==> config.mk <==
export PLATFORM = sky130hd
export DESIGN_NAME = i2s_rx_vad
export DESIGN_NICKNAME = d
export VERILOG_FILES = /design/src/rtl/i2s_rx_pkg.sv /design/src/rtl/i2s_vad_energy.sv /design/src/rtl/i2s_rx_vad.sv
export SDC_FILE = /design/constraint.sdc
export NUM_CORES = 1
export LEC_CHECK = 0
export ABC_AREA = 1
export BUFFER_PORTS_ARGS = -buffer_cell sky130_fd_sc_hd__buf_2
export CAP_MARGIN = 5
export CORE_ASPECT_RATIO = 1.1
export CORE_MARGIN = 10
export CORE_UTILIZATION = 34
export DETAILED_ROUTE_END_ITERATION = 8
export MAX_ROUTING_LAYER = met4
export PLACE_DENSITY_LB_ADDON = 0.25
export SYNTH_ARGS = -nofsm -noshare
export SYNTH_HDL_FRONTEND = slang
export SYNTH_SLANG_ARGS = --single-unit
==> constraint.sdc <==
create_clock -name clk -period 4.8 [get_ports clk]
set_input_delay 0.24 -clock clk [delete_from_list [all_inputs] [get_ports clk]]
set_output_delay 0.24 -clock clk [all_outputs]
set_load 0.05 [all_outputs]
==> src/rtl/i2s_rx_pkg.sv <==
// Shared constants, channel encoding and magnitude helper for the I2S receiver
// and its voice-activity detector.
package i2s_rx_pkg;

  localparam int SLOT_BITS = 32;
  localparam int BITCNT_W  = 5;

  typedef enum logic {
    CH_LEFT  = 1'b0,
    CH_RIGHT = 1'b1
  } chan_e;

  // Sign-extends the low `width` bits of val, then returns |val|. The most
  // negative code maps to 2^(width-1), which still fits for width <= 31.
  function automatic logic [31:0] abs_mag(input logic [31:0] val, input int width);
    logic signed [31:0] ext;
    ext = $signed(val << (32 - width)) >>> (32 - width);
    return ext[31] ? 32'(-ext) : 32'(ext);
  endfunction

endpackage

==> src/rtl/i2s_vad_energy.sv <==
// Windowed mean-magnitude voice-activity detector with hangover. One update per
// left-channel sample; the decision register changes the cycle after the window closes.
module i2s_vad_energy
  import i2s_rx_pkg::*;
#(
  parameter int                  SAMPLE_W   = 24,
  parameter int                  WIN_LOG2   = 8,
  parameter logic [SAMPLE_W-1:0] VAD_THRESH = SAMPLE_W'(24'h000800),
  parameter int                  HANGOVER   = 16
) (
  input  logic        clk,
  input  logic        rst,
  input  logic        clr,
  input  logic        sample_valid,
  input  logic [31:0] sample,
  output logic        vad_active
);

  localparam int ACC_W  = SAMPLE_W + WIN_LOG2;
  localparam int HANG_W = $clog2(HANGOVER + 2);

  logic [ACC_W-1:0]    acc_reg;
  logic [ACC_W-1:0]    acc_next;
  logic [WIN_LOG2-1:0] win_cnt_reg;
  logic [HANG_W-1:0]   hang_cnt_reg;
  logic                vad_reg;
  logic                win_done;
  logic                above_thresh;

  // The window-closing sample is folded in before the mean is taken.
  always_comb begin
    acc_next     = acc_reg + ACC_W'(abs_mag(sample, SAMPLE_W));
    win_done     = (win_cnt_reg == '1);
    above_thresh = (acc_next[ACC_W-1:WIN_LOG2] >= VAD_THRESH);
  end

  always_ff @(posedge clk) begin
    if (rst || clr) begin
      acc_reg      <= '0;
      win_cnt_reg  <= '0;
      hang_cnt_reg <= '0;
      vad_reg      <= 1'b0;
    end else if (sample_valid) begin
      win_cnt_reg <= win_cnt_reg + WIN_LOG2'(1);
      if (win_done) begin
        acc_reg <= '0;
        if (above_thresh) begin
          vad_reg      <= 1'b1;
          hang_cnt_reg <= HANG_W'(HANGOVER);
        end else if (hang_cnt_reg != '0) begin
          hang_cnt_reg <= hang_cnt_reg - HANG_W'(1);
        end else begin
          vad_reg <= 1'b0;
        end
      end else begin
        acc_reg <= acc_next;
      end
    end
  end

  assign vad_active = vad_reg;

endmodule

==> src/rtl/i2s_rx_vad.sv <==
// I2S master receiver: generates BCLK/WS, captures Philips-format samples from DIN
// and presents one sign-extended word per slot, with a VAD on the left channel.
module i2s_rx_vad
  import i2s_rx_pkg::*;
#(
  parameter int                  CLK_DIV    = 4,
  parameter int                  SAMPLE_W   = 24,
  parameter int                  WIN_LOG2   = 8,
  parameter logic [SAMPLE_W-1:0] VAD_THRESH = SAMPLE_W'(24'h000800),
  parameter int                  HANGOVER   = 16
) (
  input  logic        clk,
  input  logic        rst,
  input  logic        en,
  input  logic        DIN,
  output logic        BCLK,
  output logic        WS,
  output logic [31:0] data,
  output logic        done,
  output logic        chan,
  output logic        vad_active
);

  localparam int DIV_W = (CLK_DIV > 1) ? $clog2(CLK_DIV) : 1;

  logic [DIV_W-1:0]    div_cnt_reg;
  logic                bclk_reg;
  logic                ws_reg;
  logic [BITCNT_W-1:0] bit_cnt_reg;
  logic [SAMPLE_W-1:0] shift_reg;
  logic                cap_pend_reg;
  logic                cap_chan_reg;
  logic [31:0]         data_reg;
  logic                done_reg;
  logic                chan_reg;

  logic                div_wrap;
  logic                rise_evt;
  logic                fall_evt;
  logic                in_capture;
  logic                last_capture;
  logic [31:0]         data_next;

  always_comb begin
    div_wrap     = (div_cnt_reg == DIV_W'(CLK_DIV - 1));
    rise_evt     = div_wrap && !bclk_reg;
    fall_evt     = div_wrap && bclk_reg;
    in_capture   = (bit_cnt_reg != '0) && (bit_cnt_reg <= BITCNT_W'(SAMPLE_W));
    last_capture = (bit_cnt_reg == BITCNT_W'(SAMPLE_W));
  end

  generate
    for (genvar gi = 0; gi < 32; gi++) begin : g_sext
      assign data_next[gi] = shift_reg[(gi < SAMPLE_W) ? gi : SAMPLE_W - 1];
    end
  endgenerate

  // The last bit lands in shift_reg on the capture rise; the word is published
  // one cycle later so data/chan/done come out of a single register stage.
  always_ff @(posedge clk) begin
    if (rst) begin
      div_cnt_reg  <= '0;
      bclk_reg     <= 1'b0;
      ws_reg       <= 1'b0;
      bit_cnt_reg  <= '0;
      shift_reg    <= '0;
      cap_pend_reg <= 1'b0;
      cap_chan_reg <= 1'b0;
      data_reg     <= '0;
      done_reg     <= 1'b0;
      chan_reg     <= 1'b0;
    end else if (!en) begin
      div_cnt_reg  <= '0;
      bclk_reg     <= 1'b0;
      ws_reg       <= 1'b0;
      bit_cnt_reg  <= '0;
      shift_reg    <= '0;
      cap_pend_reg <= 1'b0;
      cap_chan_reg <= 1'b0;
      done_reg     <= 1'b0;
    end else begin
      div_cnt_reg  <= div_wrap ? '0 : div_cnt_reg + DIV_W'(1);
      cap_pend_reg <= 1'b0;
      done_reg     <= 1'b0;
      if (div_wrap) begin
        bclk_reg <= !bclk_reg;
      end
      if (fall_evt) begin
        bit_cnt_reg <= bit_cnt_reg + BITCNT_W'(1);
        if (bit_cnt_reg == BITCNT_W'(SLOT_BITS - 1)) begin
          ws_reg <= !ws_reg;
        end
      end
      if (rise_evt && in_capture) begin
        shift_reg <= {shift_reg[SAMPLE_W-2:0], DIN};
      end
      if (rise_evt && last_capture) begin
        cap_pend_reg <= 1'b1;
        cap_chan_reg <= ws_reg;
      end
      if (cap_pend_reg) begin
        data_reg <= data_next;
        chan_reg <= cap_chan_reg;
        done_reg <= 1'b1;
      end
    end
  end

  i2s_vad_energy #(
    .SAMPLE_W   (SAMPLE_W),
    .WIN_LOG2   (WIN_LOG2),
    .VAD_THRESH (VAD_THRESH),
    .HANGOVER   (HANGOVER)
  ) u_vad (
    .clk          (clk),
    .rst          (rst),
    .clr          (!en),
    .sample_valid (done_reg && (chan_reg == CH_LEFT)),
    .sample       (data_reg),
    .vad_active   (vad_active)
  );

  assign BCLK = bclk_reg;
  assign WS   = ws_reg;
  assign data = data_reg;
  assign done = done_reg;
  assign chan = chan_reg;

endmodule

==> run_results.csv <==
group,metric,value,unit
run_status,status,"finished clean",
place,place_worst_setup_slack,0.5827,ns
clock_network,cts_buffers,9,
setup_path,reg2reg_depth,26,
setup_path,slowest_delay,0.38,ns
pwr,power,1.671,mW
cells_and_area,final_cell_mix,"296 x nand2_1, 180 x inv_1, 115 x a21oi_1, 107 x dfxtp_1, 73 x o21ai_0",
place,portBuffers,40,
routing,drt.antenna.violating_nets,0,
global_route,antenna_found_initial,0,
place,globalplace.congestion,0.9490,
clock_network,clkTransAtPathRegs,0.08,ns
global_route,globalRoute.totalOverflow,0,
routing,drt_pre_antenna_iters,7,
cells_and_area,final_common_cell,"nand2_1",
floorplan,die_w,157.5,um
timing,skew,0.01914,ns
routing,maxUsedRoutingLayer,"met4",
cells_and_area,final_cells,1392,
yosys,synth_top_family_by_area,"simple AND/OR/NAND/NOR gates",
yosys,avgSynthCellArea,6.417,sq um
job,maxCapViolCount,0,
cells_and_area,synthToLayoutAreaGrowth,10.16,%
pwr,cellLeakagePower,3.830,nW
timing,max_freq,234.4,MHz
global_route,track_usage,0.1461,
clock_network,post-cts-setup-buffers,0,
cells_and_area,antenna_cells,0,
global_route,grt_max_degree,49,
routing,wl_per_cell,13.25,um
setup_path,crit_end,"u_vad.hang_cnt_reg[4]$_SDFFE_PP0P_",
timing,period_share,0.8888,
routing,wl_met2,8666,um
setup_path,crit_start,"data[0]$_SDFFE_PP0P_",
clock_network,htree_levels,3,
setup_path,reg2reg_from,"data[0]$_SDFFE_PP0P_",
setup_path,regToRegSetupSlack,0.53,ns
routing,drt-met1-wl,9166,um
yosys,ys_types,41,
setup_path,timing.rr.end,"u_vad.hang_cnt_reg[4]$_SDFFE_PP0P_",
yosys,synth_compound_area_frac,0.1467,
clock_network,cts_buffer_depth,2,
floorplan,start_util,0.3448,
timing,fin_setup_tns,0,ns
global_route,first_global_vias,6124,
yosys,syn_inst,1102,
routing,dr_total_vias,6532,
timing,fin_ws,0.5336,ns
routing,totalWireLength,18440,um
place,placed_area,7507,sq um
cells_and_area,fin_area,7790,sq um
pwr,ir_drop,186.2,uV
worst_hold_path,hold_path.class,"primary input to flop",
clock_network,cts_tree,"done",
routing,drc,0,
floorplan,rows,55,
floorplan,coreArea,20510,sq um
yosys,yosys_warnings,0,
yosys,seq_area_frac_synth,0.3029,
setup_path,start_kind,"flop",
timing,worst_pin_slew,0.9390,ns
clock_network,insertion_delay,0.36,ns
timing,slew_headroom,0.3733,
cells_and_area,fillers,2271,
cells_and_area,final_util,0.3799,
clock_network,holdBufCountCts,0,
cells_and_area,largest_reg_flops,32,
clock_network,ctsRootBufferMaster,"clkbuf_16",
setup_path,crit_required,5.04,ns
floorplan,ioPinCount,41,
place,hpwl,14430,um
setup_path,cp_slowest_cell,"ha_1",
cells_and_area,layout.nets,1180,
setup_path,worstPathArrival,4.51,ns
setup_path,worst-path-max-fanout,5,
pwr,p_per_area,214.4,nW/um^2
place,post-place-cells,1377,
setup_path,endpoint_kind,"flop",
timing,slew_viol_final,0,
routing,drt_iter0_markers,355,
yosys,synth_xor_area_frac,0.04087,
timing,final.min_clock_period,4.266,ns
yosys,synthAdderAreaFrac,0.07891,
clock_network,cts_resized,0,
yosys,synthesis.area,7072,sq um
routing,wl_met3,381,um
global_route,grt_pass1_wl,30790,um
floorplan,dieArea,26980,sq um
timing,hold_viol,0,
clock_network,cts_sinks,107,
yosys,synthMuxAreaShare,0,
timing,rsz0062_at_grt,"no",
floorplan,die_y,171.3,um
yosys,synthSimpleGateAreaFrac,0.3079,
timing,finalSetupViolations,0,
routing,viasPerCell,4.693,
timing,hold_ws,0.04905,ns
cells_and_area,layout-drive-gt1-share,0.1021,
setup_path,crit_type,"flop to flop",
yosys,synth.ff_latch_count,107,
area by class of cell:
cell class | count | area [sq um] | share of cell area
flip-flops and latches | 107 | 2142 | 0.2750
well taps | 256 | 320.3 | 0.04112
clock buffers | 9 | 225.2 | 0.02891
repair buffers | 46 | 245.2 | 0.03148
multi-input cells | 779 | 4090 | 0.5251
inverters | 189 | 709.4 | 0.09107
clock inverters | 6 | 57.56 | 0.007388
worst min-delay path by stage:
stage | start | cells past startpoint | slack, ns | endpoint
global placement | rst | 2 | 0.41 | done$_SDFF_PP0_
floorplan | rst | 1 | 0.31 | done$_SDFF_PP0_
global route | rst | 2 | 0.06 | done$_SDFF_PP0_
CTS | rst | 2 | 0.04 | done$_SDFF_PP0_
detailed placement | rst | 2 | 0.42 | done$_SDFF_PP0_
finish | rst | 2 | 0.05 | done$_SDFF_PP0_
worst max-delay path, delay by kind of cell (launching register included):
| kind | cells | cell delay [ns] |
|---|---|---|
| and+or+nand+nor | 18 | 2.43 |
| adders and majority gates | 2 | 0.52 |
| AOI/OAI and AO/OA | 2 | 0.48 |
| DFF | 1 | 0.35 |
| buffers and inverters | 3 | 0.18 |
| xor gates and xnor gates | 1 | 0.17 |
report_power, final:
part | leakage (nW) | switching, mW | total [mW] | internal (mW)
Clock | 0.140 | 0.373 | 0.735 | 0.362
Sequential | 0.862 | 0.000400 | 0.888 | 0.887
Combinational | 2.83 | 0.0342 | 0.0475 | 0.0133
synth_stat cells, drive strengths merged:
cell / instances / area share
a21o: 2 / 0.0021
a21oi: 117 / 0.084
a31oi: 3 / 0.0027
and2: 5 / 0.0044
and3: 2 / 0.0018
buf: 9 / 0.0092
clkbuf: 24 / 0.013
clkinv: 3 / 0.0016
conb: 1 / 0.00053
dfxtp: 107 / 0.30
fa: 1 / 0.0028
ha: 43 / 0.076
inv: 186 / 0.099
nand2: 317 / 0.18
nand3: 50 / 0.038
nand3b: 7 / 0.0074
nand4: 5 / 0.0044
nor2: 84 / 0.057
nor3: 14 / 0.011
nor3b: 2 / 0.0021
nor4: 2 / 0.0018
o211ai: 1 / 0.0011
o21ai: 76 / 0.054
o22ai: 1 / 0.00089
o31ai: 1 / 0.0011
o41ai: 1 / 0.0012
or2: 5 / 0.0044
xnor2: 10 / 0.012
xor2: 23 / 0.028
layer usage:
layer / vias up / global-route usage
met5: - / -
met3: 14 / 0.01998
met1: 2934 / 0.1828
met2: 69 / 0.2422
li1: 3515 / -
met4: 0 / 0.04028
kinds of logic after synthesis:
family	Yosys count
xor+xnor	33
simple gates	493
other cells	1
buf+inv	222
compound gates	202
flops	107
fa+ha+maj	44
No activity file was read; power rests on OpenSTA's default activity.
